[config.mk]
export PLATFORM = sky130hd
export DESIGN_NAME = dmem_lsu
export DESIGN_NICKNAME = d
export VERILOG_FILES = /design/src/rtl/lsu_pkg.sv /design/src/rtl/lsu_decode.sv /design/src/rtl/dmem_lsu.sv
export SDC_FILE = /design/constraint.sdc
export NUM_CORES = 1
export LEC_CHECK = 0
export CAP_MARGIN = 25
export CORE_ASPECT_RATIO = 0.5
export CORE_UTILIZATION = 41
export CTS_CLUSTER_SIZE = 10
export DETAILED_ROUTE_END_ITERATION = 8
export PLACE_DENSITY = 0.85
export SLEW_MARGIN = 5
export SYNTH_ARGS = -nofsm -noshare
export SYNTH_HDL_FRONTEND = slang
export SYNTH_SLANG_ARGS = --single-unit
[constraint.sdc]
create_clock -name clk -period 3.8 [get_ports clk]
set_input_delay 0.76 -clock clk [delete_from_list [all_inputs] [get_ports clk]]
set_output_delay 0.76 -clock clk [all_outputs]
set_load 0.005 [all_outputs]
[src/rtl/lsu_pkg.sv]
// Shared encodings for the data-memory load/store unit: funct3 codes, sign_mask
// fields, FSM state encoding and the default address map.
package lsu_pkg;

  localparam logic [2:0] F3_LB  = 3'b000;
  localparam logic [2:0] F3_LH  = 3'b001;
  localparam logic [2:0] F3_LW  = 3'b010;
  localparam logic [2:0] F3_LBU = 3'b100;
  localparam logic [2:0] F3_LHU = 3'b101;
  localparam logic [2:0] F3_SB  = 3'b000;
  localparam logic [2:0] F3_SH  = 3'b001;
  localparam logic [2:0] F3_SW  = 3'b010;

  localparam logic [2:0] SM_BYTE = 3'b001;
  localparam logic [2:0] SM_HALF = 3'b011;
  localparam logic [2:0] SM_WORD = 3'b111;
  localparam logic [3:0] SM_SIGN = 4'b1000;

  typedef enum logic [2:0] {
    ST_IDLE     = 3'd0,
    ST_RD_ISSUE = 3'd1,
    ST_RD_WAIT  = 3'd2,
    ST_WR_ISSUE = 3'd3,
    ST_RESP     = 3'd4
  } lsu_state_e;

  localparam logic [31:0] DEF_DMEM_BASE = 32'h0000_1000;
  localparam int unsigned DEF_DMEM_SIZE = 4096;
  localparam logic [31:0] DEF_LED_ADDR  = 32'h0000_2000;

endpackage

[src/rtl/lsu_decode.sv]
// Combinational decode of an RV32I load/store: access size/sign mask, store lane
// shift, alignment fault and illegal funct3.
module lsu_decode
  import lsu_pkg::*;
(
  input  logic       i_write,
  input  logic [2:0] i_funct3,
  input  logic [1:0] i_addr_lo,
  output logic [3:0] o_sign_mask,
  output logic [4:0] o_shamt,
  output logic       o_misaligned,
  output logic       o_illegal
);

  always_comb begin
    o_sign_mask  = '0;
    o_misaligned = 1'b0;
    o_illegal    = 1'b0;
    o_shamt      = {i_addr_lo, 3'b000};
    if (i_write) begin
      case (i_funct3)
        F3_SB: o_sign_mask = {1'b0, SM_BYTE};
        F3_SH: begin
          o_sign_mask  = {1'b0, SM_HALF};
          o_misaligned = i_addr_lo[0];
        end
        F3_SW: begin
          o_sign_mask  = {1'b0, SM_WORD};
          o_misaligned = |i_addr_lo;
        end
        default: o_illegal = 1'b1;
      endcase
    end else begin
      case (i_funct3)
        F3_LB:  o_sign_mask = SM_SIGN | {1'b0, SM_BYTE};
        F3_LH: begin
          o_sign_mask  = SM_SIGN | {1'b0, SM_HALF};
          o_misaligned = i_addr_lo[0];
        end
        F3_LW: begin
          o_sign_mask  = {1'b0, SM_WORD};
          o_misaligned = |i_addr_lo;
        end
        F3_LBU: o_sign_mask = {1'b0, SM_BYTE};
        F3_LHU: begin
          o_sign_mask  = {1'b0, SM_HALF};
          o_misaligned = i_addr_lo[0];
        end
        default: o_illegal = 1'b1;
      endcase
    end
  end

endmodule

[src/rtl/dmem_lsu.sv]
// Load/store initiator between the pipeline MEM stage and the data memory.
// Handshake: a request is taken on a rising edge where req_valid && req_ready; req_ready is high only in IDLE, and resp_valid is an unstallable one-cycle pulse.
module dmem_lsu
  import lsu_pkg::*;
#(
  parameter logic [31:0] DMEM_BASE = DEF_DMEM_BASE,
  parameter int unsigned DMEM_SIZE = DEF_DMEM_SIZE,
  parameter logic [31:0] LED_ADDR  = DEF_LED_ADDR
) (
  input  logic        clk,
  input  logic        reset,
  input  logic        req_valid,
  output logic        req_ready,
  input  logic        req_write,
  input  logic [2:0]  req_funct3,
  input  logic [31:0] req_addr,
  input  logic [31:0] req_wdata,
  output logic        resp_valid,
  output logic [31:0] resp_rdata,
  output logic        resp_err,
  output logic        stall,
  output logic [31:0] mem_addr,
  output logic [31:0] mem_write_data,
  output logic        mem_memwrite,
  output logic        mem_memread,
  output logic [3:0]  mem_sign_mask,
  input  logic [31:0] mem_read_data,
  output logic [2:0]  dbg_state
);

  lsu_state_e  r_state, w_state_nxt;
  logic [31:0] r_mem_addr, w_mem_addr_nxt;
  logic [31:0] r_mem_wdata, w_mem_wdata_nxt;
  logic [3:0]  r_mem_mask, w_mem_mask_nxt;
  logic        r_memread, w_memread_nxt;
  logic        r_memwrite, w_memwrite_nxt;
  logic        r_resp_valid, w_resp_valid_nxt;
  logic [31:0] r_resp_rdata, w_resp_rdata_nxt;
  logic        r_resp_err, w_resp_err_nxt;

  logic [3:0]  w_sign_mask;
  logic [4:0]  w_shamt;
  logic        w_misaligned, w_illegal;
  logic [31:0] w_off;
  logic        w_in_ram, w_mapped, w_err;

  lsu_decode u_decode (
    .i_write      (req_write),
    .i_funct3     (req_funct3),
    .i_addr_lo    (req_addr[1:0]),
    .o_sign_mask  (w_sign_mask),
    .o_shamt      (w_shamt),
    .o_misaligned (w_misaligned),
    .o_illegal    (w_illegal)
  );

  // Offset compare avoids overflow of DMEM_BASE+DMEM_SIZE at the top of the map.
  assign w_off    = req_addr - DMEM_BASE;
  assign w_in_ram = (req_addr >= DMEM_BASE) && (w_off < DMEM_SIZE);
  assign w_mapped = w_in_ram || (req_write && (req_addr == LED_ADDR));
  assign w_err    = w_illegal || w_misaligned || !w_mapped;

  always_comb begin
    w_state_nxt      = r_state;
    w_mem_addr_nxt   = r_mem_addr;
    w_mem_wdata_nxt  = r_mem_wdata;
    w_mem_mask_nxt   = r_mem_mask;
    w_memread_nxt    = 1'b0;
    w_memwrite_nxt   = 1'b0;
    w_resp_valid_nxt = 1'b0;
    w_resp_rdata_nxt = '0;
    w_resp_err_nxt   = 1'b0;
    case (r_state)
      ST_IDLE: begin
        w_mem_addr_nxt  = '0;
        w_mem_wdata_nxt = '0;
        w_mem_mask_nxt  = '0;
        if (req_valid) begin
          if (w_err) begin
            w_state_nxt      = ST_RESP;
            w_resp_valid_nxt = 1'b1;
            w_resp_err_nxt   = 1'b1;
          end else if (req_write) begin
            w_state_nxt     = ST_WR_ISSUE;
            w_memwrite_nxt  = 1'b1;
            w_mem_addr_nxt  = req_addr;
            w_mem_mask_nxt  = w_sign_mask;
            w_mem_wdata_nxt = req_wdata << w_shamt;
          end else begin
            w_state_nxt    = ST_RD_ISSUE;
            w_memread_nxt  = 1'b1;
            w_mem_addr_nxt = req_addr;
            w_mem_mask_nxt = w_sign_mask;
          end
        end
      end
      ST_RD_ISSUE: w_state_nxt = ST_RD_WAIT;
      ST_RD_WAIT: begin
        w_state_nxt      = ST_RESP;
        w_resp_valid_nxt = 1'b1;
        w_resp_rdata_nxt = mem_read_data;
      end
      ST_WR_ISSUE: begin
        w_state_nxt      = ST_RESP;
        w_resp_valid_nxt = 1'b1;
      end
      ST_RESP: begin
        w_state_nxt     = ST_IDLE;
        w_mem_addr_nxt  = '0;
        w_mem_wdata_nxt = '0;
        w_mem_mask_nxt  = '0;
      end
      default: w_state_nxt = ST_IDLE;
    endcase
  end

  always_ff @(posedge clk) begin
    if (reset) begin
      r_state      <= ST_IDLE;
      r_mem_addr   <= '0;
      r_mem_wdata  <= '0;
      r_mem_mask   <= '0;
      r_memread    <= 1'b0;
      r_memwrite   <= 1'b0;
      r_resp_valid <= 1'b0;
      r_resp_rdata <= '0;
      r_resp_err   <= 1'b0;
    end else begin
      r_state      <= w_state_nxt;
      r_mem_addr   <= w_mem_addr_nxt;
      r_mem_wdata  <= w_mem_wdata_nxt;
      r_mem_mask   <= w_mem_mask_nxt;
      r_memread    <= w_memread_nxt;
      r_memwrite   <= w_memwrite_nxt;
      r_resp_valid <= w_resp_valid_nxt;
      r_resp_rdata <= w_resp_rdata_nxt;
      r_resp_err   <= w_resp_err_nxt;
    end
  end

  assign req_ready      = (r_state == ST_IDLE);
  assign stall          = (r_state != ST_IDLE);
  assign dbg_state      = r_state;
  assign mem_addr       = r_mem_addr;
  assign mem_write_data = r_mem_wdata;
  assign mem_sign_mask  = r_mem_mask;
  assign mem_memread    = r_memread;
  assign mem_memwrite   = r_memwrite;
  assign resp_valid     = r_resp_valid;
  assign resp_rdata     = r_resp_rdata;
  assign resp_err       = r_resp_err;

endmodule

==> flow_summary.yaml <==
floorplan:
  die_footprint_um2: 9730
  chipHeight_um: 70.3
  placement_rows: 24
  core-area_um2: 8860
  horiz_die_dim_um: 139
  io_pins: 212
  start_util: 0.431
layout:
  antenna-diode-count: 0
  postLayoutCellArea_um2: 6300
  finalNetCount: 683
  mostFrequentLayoutCell: "sky130_fd_sc_hd__clkdlybuf4s50_1"
  final_cell_mix: "sky130_fd_sc_hd__clkdlybuf4s50_1, sky130_fd_sc_hd__dfxtp_1, sky130_fd_sc_hd__and2_1"
  num-fill-cells: 657
  syn_to_final_growth_pct: 64.8
  share_of_layout_cells_above_drive_strength_1: 0.0650
setup_path:
  timing.critical_path.fanout_max: 24
  crit_end_category: "register"
  r2r-end: "mem_write_data[1]"
  regToRegSetupSlack_ns: 1.97
  nature_of_the_critical_path_startpoint: "input port"
  critical_path.reg2reg.startpoint: "dbg_state[2]"
  worst-setup-path-type: "in -> reg"
  timing.critical_path.required_ns: 4.08
  timing.critical_path.arrival_ns: 3.12
  number_of_cells_on_the_worst_reg_to_reg_path: 5
worst_hold_path:
  hp-start: "mem_write_data[29]"
  holdPathEnd: "mem_write_data[29]"
  hold_path.class: "reg -> reg"
  holdPathStages: 2
route:
  via_per_inst: 4.88
  dr.pass1.iters: 7
  routed_wirelength_um: 11000
  drtIter0Drc: 155
  remaining_drc_errors: 18
  post_drt_wl_per_cell_um: 15.6
  ant_nets: 0
  route.vias.total: 3429
job:
  cap_violations: 0
sta:
  fin_worst_hold_slack_ns: 0.450
  hold_viol_final: 0
  drv_slew: 0
  period_needed_ns: 2.84
  fmaxAchievable_mhz: 352
  rsz0062_at_grt: "false"
  setup_viol_count_final: 0
  final.period_utilization: 0.747
  worstMarginPinSlew_ns: 0.711
  maxSlewHeadroom: 0.521
  timing.setup.tns_ns: 0
  worst_setup_skew_after_layout_ns: 0.00745
clock_network:
  postCtsResizedCells: 0
  hold_buffers: 0
  cts.clk_slew.worst_paths_ns: 0.07
  htreeDepth: 3
  cts_tree: "done"
  cts_inserted_buffers: 9
  clock_tree.buffer_depth: 2
  cts-root-buf: "sky130_fd_sc_hd__clkbuf_16"
  post_cts_repair_timing_setup_buffer_count: 0
  clock_sink_count: 107
  clk_latency_ns: 0.34
power:
  power.total_mw: 2.19
  power_density_nw_per_um2: 348
  vdd_drop_max_mv: 0.235
  power_leakage_nw: 2.38
synthesis:
  synth-seq-area-share: 0.561
  postSynthRegisterBits: 107
  syn_std_cell_area_um2: 3820
  synthesis.instances: 377
  synth_enable_flop_cells: 0
  synth_flop_cell: "sky130_fd_sc_hd__dfxtp_1"
  post_synth.cell_area_avg_um2: 10.1
  synth_async_sr_flop_share: 0
  post_synth_num_cell_types: 40
  synthesis.nets: 480
  yosys_warnings: 0
placement:
  placedInstanceArea_um2: 6020
  gp_congestion: 0.856
  place.port_buffers: 211
  detailed_place_hpwl_um: 8040
run_status:
  violations_in_the_final_reports: "DRC"
  status: "complete, but fails checks"
global_routing:
  grt_pass1_vias: 3394
  wire_length_of_the_first_global_routing_pass_um: 17000
  grt-ovfl-total: 0
  global_route.usage.total: 0.226
  antenna_found_initial: 0
  grt_start_max_net_pins: 54
-- cells in the mapped netlist, types with 4 or more instances --
master                     number  share of area
sky130_fd_sc_hd__nor2b_1       11          0.018
sky130_fd_sc_hd__a211oi_1       8          0.016
sky130_fd_sc_hd__buf_2          4         0.0052
sky130_fd_sc_hd__clkbuf_1      12          0.012
sky130_fd_sc_hd__nor2_1        17          0.017
sky130_fd_sc_hd__dfxtp_1      107           0.56
sky130_fd_sc_hd__mux2_2         8          0.024
sky130_fd_sc_hd__a21oi_1       17          0.022
sky130_fd_sc_hd__a32o_1         8          0.021
sky130_fd_sc_hd__nor4_1         4         0.0065
sky130_fd_sc_hd__buf_1          5         0.0049
sky130_fd_sc_hd__nand2_1       37          0.036
sky130_fd_sc_hd__o21ai_0       17          0.022
sky130_fd_sc_hd__and2_1        51          0.083
sky130_fd_sc_hd__o21ai_1       10          0.013
sky130_fd_sc_hd__inv_1         10         0.0098
sky130_fd_sc_hd__mux2i_1        8          0.021
sky130_fd_sc_hd__a22o_1        15          0.034
-- worst max path at each step --
stage,start,endpoint,slack (ns),depth (start not counted)
finish,req_write,mem_write_data[1],0.96,7
global route,req_write,mem_write_data[3],0.77,7
CTS,req_write,mem_write_data[1],1.0,7
detailed placement,req_write,mem_write_data[5],0.67,7
global placement,req_write,mem_write_data[6],0.76,7
floorplan,req_addr[0],mem_write_data[4],1.60,8
-- metal layers --
metal  share of wire  track usage
met4           0.029        0.109
met1            0.42        0.258
met5               0            0
met2            0.48        0.388
met3           0.071       0.0741
-- worst max-delay path, stage by stage --
cell and delay (ns):
sky130_fd_sc_hd__clkdlybuf4s50_1 0.63, sky130_fd_sc_hd__nor3b_4 0.48, sky130_fd_sc_hd__nand4_2 0.18, sky130_fd_sc_hd__o21ai_4 0.25, sky130_fd_sc_hd__nand4_4 0.24, sky130_fd_sc_hd__clkinv_2 0.34, sky130_fd_sc_hd__a32o_1 0.22
-- cells by family (layout without fill, tap and decap cells) --
logic type	Yosys count	in the layout	share of synthesized area
xor+xnor	1	1	0.00229
flops	107	107	0.561
simple gates	138	138	0.208
buf+inv	34	242	0.0390
compound gates	81	81	0.146
mux	16	16	0.0445
-- power by group --
| group | switching (mW) | internal, mW | leakage (nW) |
|---|---|---|---|
| clock | 0.400 | 0.465 | 0.132 |
| combinational | 0.0730 | 0.128 | 1.38 |
| sequential | 0.000988 | 1.12 | 0.862 |
| total | 0.474 | 1.72 | 2.38 |
-- state kept, by name, summed over array words and instances, names as in the netlist --
signal / flops
mem_memread: 1
mem_sign_mask: 4
resp_valid: 1
mem_memwrite: 1
mem_addr: 32
resp_err: 1
resp_rdata: 32
dbg_state: 3
mem_write_data: 32
-- layout make-up --
type                       instances  area, um2  area share
sequential                       107       2140       0.340
timing repair buffer             215       2140       0.340
multi-input combinational        236       1540       0.245
clock buffer                      11        243      0.0385
tap                              117        146      0.0232
inverter                          11       42.5     0.00676
clock inverter                     5       37.5     0.00596
-- stage by stage --
step / std cells / util / setup WS (ns)
2_1_floorplan: 377 / - / 1.60
4_1_cts: 702 / 0.711 / 0.998
3_3_place_gp: 686 / 0.679 / 0.761
5_1_grt: 702 / 0.711 / 0.769
3_5_place_dp: 686 / 0.679 / 0.672
6_report: 702 / 0.711 / 0.961
Note: power is estimated with default switching activity, not from simulation.
==> RTL change 1, RTL diff (same flow settings) <==
`r_mem_wdata` no longer has a reset.
--- a/src/rtl/dmem_lsu.sv
+++ b/src/rtl/dmem_lsu.sv
@@ -119,5 +119,4 @@
       r_state      <= ST_IDLE;
       r_mem_addr   <= '0;
-      r_mem_wdata  <= '0;
       r_mem_mask   <= '0;
       r_memread    <= 1'b0;
@@ -129,5 +128,4 @@
       r_state      <= w_state_nxt;
       r_mem_addr   <= w_mem_addr_nxt;
-      r_mem_wdata  <= w_mem_wdata_nxt;
       r_mem_mask   <= w_mem_mask_nxt;
       r_memread    <= w_memread_nxt;
@@ -137,4 +135,8 @@
       r_resp_err   <= w_resp_err_nxt;
     end
+  end
+
+  always_ff @(posedge clk) begin
+    r_mem_wdata <= w_mem_wdata_nxt;
   end
 
Check against the original RTL: not equivalent (a bounded check fails within 4 cycles, from zero or initial values and one cycle with reset high).
==> RTL change 1 against the unedited design <==
- combinational power rose by 2%
- setup slack got worse by 470 ps
- design area up 6.6%
- sequential cell count is the same
- wire length is 9.1% higher
- power up 12%
- via count rose by 6.6%
- clock power increased by 24%
- area after synthesis grew 6.3%
- critical path type unchanged
- largest cell class unchanged
==> RTL change 1: results <==
route:
  vias_per_cell: 5.03
  drtPass1Iterations: 4
  post_drt_wl_per_cell_um: 16.4
  drt_iter0_markers: 254
worst_setup_path:
  critical_path.startpoint: "req_addr[18]"
  cp_data_arrival_time_ps: 3390
  timing.rr.start: "dbg_state[0]"
  cpMaxStageDelayCell: "nor4_1"
  cpPeakStageDelay_ps: 510
  critPathCapture: "mem_write_data[27]"
  r2r-end: "mem_sign_mask[3]"
  critical_path.top_delay_family: "simple AND/OR/NAND/NOR gates"
status:
  outcome: "finished clean"
logic_synthesis:
  ys_seq_area_frac: 0.606
  synth_edf_count: 32
  synth_area_leaders: "dfxtp_1, edfxtp_1, and2_1, mux2i_1, nand2_1"
cells_and_area:
  fill_cells: 687
  fin_nets: 690
timing:
  clock_skew_ps: 10.2
  worstMarginPinSlew_ps: 715
global_routing:
  grt_pass1_vias: 3538
  grt_pass1_wl_um: 18100
  grt_max_degree: 35
  grt_usage: 0.232
place:
  dpl.hpwl_um: 8810
  place_congestion: 1.00
  dp_slack_ps: 255
==> RTL change 1: worst min path at each step <==
stage	from	endpoint	slack, ps	cells past startpoint
after global placement	mem_sign_mask[3]	mem_sign_mask[3]	430	2
final	mem_addr[4]	mem_addr[4]	440	2
after floorplan	mem_addr[10]	mem_addr[10]	440	2
after CTS	mem_addr[4]	mem_addr[4]	450	2
after global routing	mem_addr[3]	mem_addr[3]	460	2
after detailed placement	mem_addr[4]	mem_addr[4]	440	2
==> RTL change 1: kinds of logic after synthesis <==
logic type                Yosys count  synth area share
AOI/OAI and AO/OA                  53            0.0967
xor gates and xnor gates            1           0.00216
and+or+nand+nor                   175             0.232
muxes                              16            0.0394
buffers and inverters              24            0.0231
DFF                               107             0.606
==> RTL change 1: stage by stage <==
step | area, sq um | cells
floorplan | 4060 | 376
global placement | 6360 | 711
detailed placement | 6360 | 711
CTS | 6710 | 727
global route | 6710 | 727
finish | 6710 | 727
==> RTL change 1: final cells by class <==
class	count	share of cell area
clock buffers	12	0.0397
clock inverters	4	0.0129
inverters	1	0.000559
multi-input cells	245	0.227
flip-flops and latches	107	0.367
well taps	135	0.0252
repair buffers	223	0.328
==> RTL change 1: tightest hold or removal path, cell delays in order, from the launching register on <==
cell and delay [ps]:
dfxtp_1 310, nand2_1 50, o21ai_1 50
==> RTL change 1: metal layers <==
layer	track usage	vias up	share of wire
met2	0.406	144	0.50
met5	0	-	0
li1	-	1748	-
met1	0.267	1725	0.40
met4	0.114	0	0.038
met3	0.0653	37	0.054
==> RTL change 1: report_power, final <==
| group | leakage, uW | switching, uW | internal (uW) |
|---|---|---|---|
| Combinational | 0.00127 | 78.3 | 127 |
| Clock | 0.000178 | 401 | 665 |
| Sequential | 0.000999 | 1.04 | 1170 |
==> RTL change 2, RTL diff (same flow settings) <==
Without the edit above. Make the reset (`reset`) asynchronous in one clocked block.
--- a/src/rtl/dmem_lsu.sv
+++ b/src/rtl/dmem_lsu.sv
@@ -115,5 +115,5 @@
   end
 
-  always_ff @(posedge clk) begin
+  always_ff @(posedge clk or posedge reset) begin
     if (reset) begin
       r_state      <= ST_IDLE;
Formal check against the unedited RTL: differs if reset is asserted again (counterexample within 4 cycles, from zero or initial values and one cycle with reset high); with reset held inactive, the same outputs for 10 cycles.
==> RTL change 2 against the unedited design <==
- sequential cell count unchanged
- sequential share of layout area is 2.8 points higher
- hold slack improved by 31 ps
- area after synthesis grew 25%
- largest cell class unchanged
- maximum frequency shrank 8.4%
- combinational power rose by 25%
- core utilization decreased by 6.0 points
- setup slack got worse by 260 ps
- register-to-register slack got worse by 420 ps
- wire length increased by 20%
- power grew 7.5%
- final cell count increased by 13%
- design area grew 16%
==> RTL change 2: results <==
status:
  outcome: "finished clean"
global_routing:
  grt_pass1_vias: 4021
  grt_usage: 0.226
  grt_max_degree: 69
  grt_pass1_wl_um: 21100
logic_synthesis:
  postSynth.asyncResetShare: 1.00
  synthTopCellsByCount: "dfrtp_1, nand2_1, and2_1"
  yosysWarnings: 0
  synth_area_leaders: "dfrtp_1, and2_1, o21ai_2, nand2_1, a32o_1"
  ys_seq_area_frac: 0.561
  syn_nets: 529
  yosysUniqueCellTypes: 48
timing:
  worstMarginPinSlew_ps: 805
  timing.hold.ws_ps: 480
  clock_skew_ps: 5.02
pwr:
  irDropWorstVdd_v: 0.000237
  p_leak_uw: 0.00304
worst_setup_path:
  rrSetupSlack_ps: 1550
  cp_data_arrival_time_ps: 3320
  path_max_fanout: 21
  critical_path.startpoint: "req_addr[18]"
  critical_path.top_delay_family: "simple AND/OR/NAND/NOR gates"
  cpMaxStageDelayCell: "a41oi_4"
  timing.rr.start: "dbg_state[1]"
route:
  drtPass1Iterations: 5
  post_drt_wl_per_cell_um: 16.6
  drt_iter0_markers: 310
  routed-via-count: 4076
cells_and_area:
  drive_gt1_frac: 0.117
  fin_nets: 731
  fill_cells: 867
hold_path:
  min-delay-start: "mem_sign_mask[1]"
  holdCritPathClass: "reg2reg"
place:
  place_congestion: 0.914
clock_tree:
  numCtsBuffers: 9
  postCtsSetupBuffers: 0
RTL change 2: changes by cell type after synthesis, sizes merged, moves of 9 or more:
| cell | delta |
|---|---|
| dfrtp | +107 |
| dfxtp | -107 |
| nand2 | +22 |
| nand3 | +17 |
| a22o | -15 |
| o21ai | +15 |
| a32o | +9 |
RTL change 2: cell type report:
type	instances	area share
Inverter	3	0.00189
Sequential cell	107	0.368
Clock buffer	12	0.0352
Timing Repair Buffer	221	0.302
Multi-Input combinational cell	286	0.258
Clock inverter	4	0.00756
Tap cell	159	0.0273
RTL change 2: metal layers:
metal | vias up | share of wire | global-route usage
met5 | - | 0 | 0
met4 | 0 | 0.018 | 0.0703
met3 | 20 | 0.061 | 0.0536
met2 | 158 | 0.51 | 0.392
met1 | 1991 | 0.41 | 0.281
li1 | 1907 | - | -
RTL change 2: cell families (layout without fill, tap and decap cells):
kind of cell,Yosys count,after routing,synth area share
and+or+nand+nor,180,180,0.201
buffers and inverters,33,240,0.0461
muxes,16,16,0.0356
xor gates and xnor gates,1,1,0.00183
AOI/OAI and AO/OA,89,89,0.155
DFF,107,107,0.561
RTL change 2: final timing paths:
path,endpoint,depth (start not counted)
worst max-delay path,mem_addr[11],7
worst min-delay path,mem_sign_mask[1],2
worst max register to register,mem_write_data[2],6
worst min register to register,mem_sign_mask[1],2
max in group asynchronous,mem_addr[1],3
min in group asynchronous,mem_addr[25],2
RTL change 2: where the power goes:
part | internal, uW | switching (uW) | total [uW]
combinational | 135 | 116 | 251
clock | 552 | 408 | 960
sequential | 1140 | 1.58 | 1140
RTL change 2: worst reg2reg max path, cell delays in order, from the launching register on:
cell and delay, ps:
dfrtp_1 450, or2_2 310, nor2_1 230, and2_1 580, buf_4 340, nand3_1 140
o21ai_2 130
RTL change 2: stage by stage:
step / instances / worst slack, ps / utilization / cell area, sq um
after floorplan: 426 / 223 / - / 4780
after global placement: 776 / 383 / 0.623 / 6970
after detailed placement: 776 / 334 / 0.623 / 6970
after CTS: 792 / 697 / 0.651 / 7280
after global routing: 792 / 488 / 0.651 / 7280
final: 792 / 700 / 0.651 / 7280
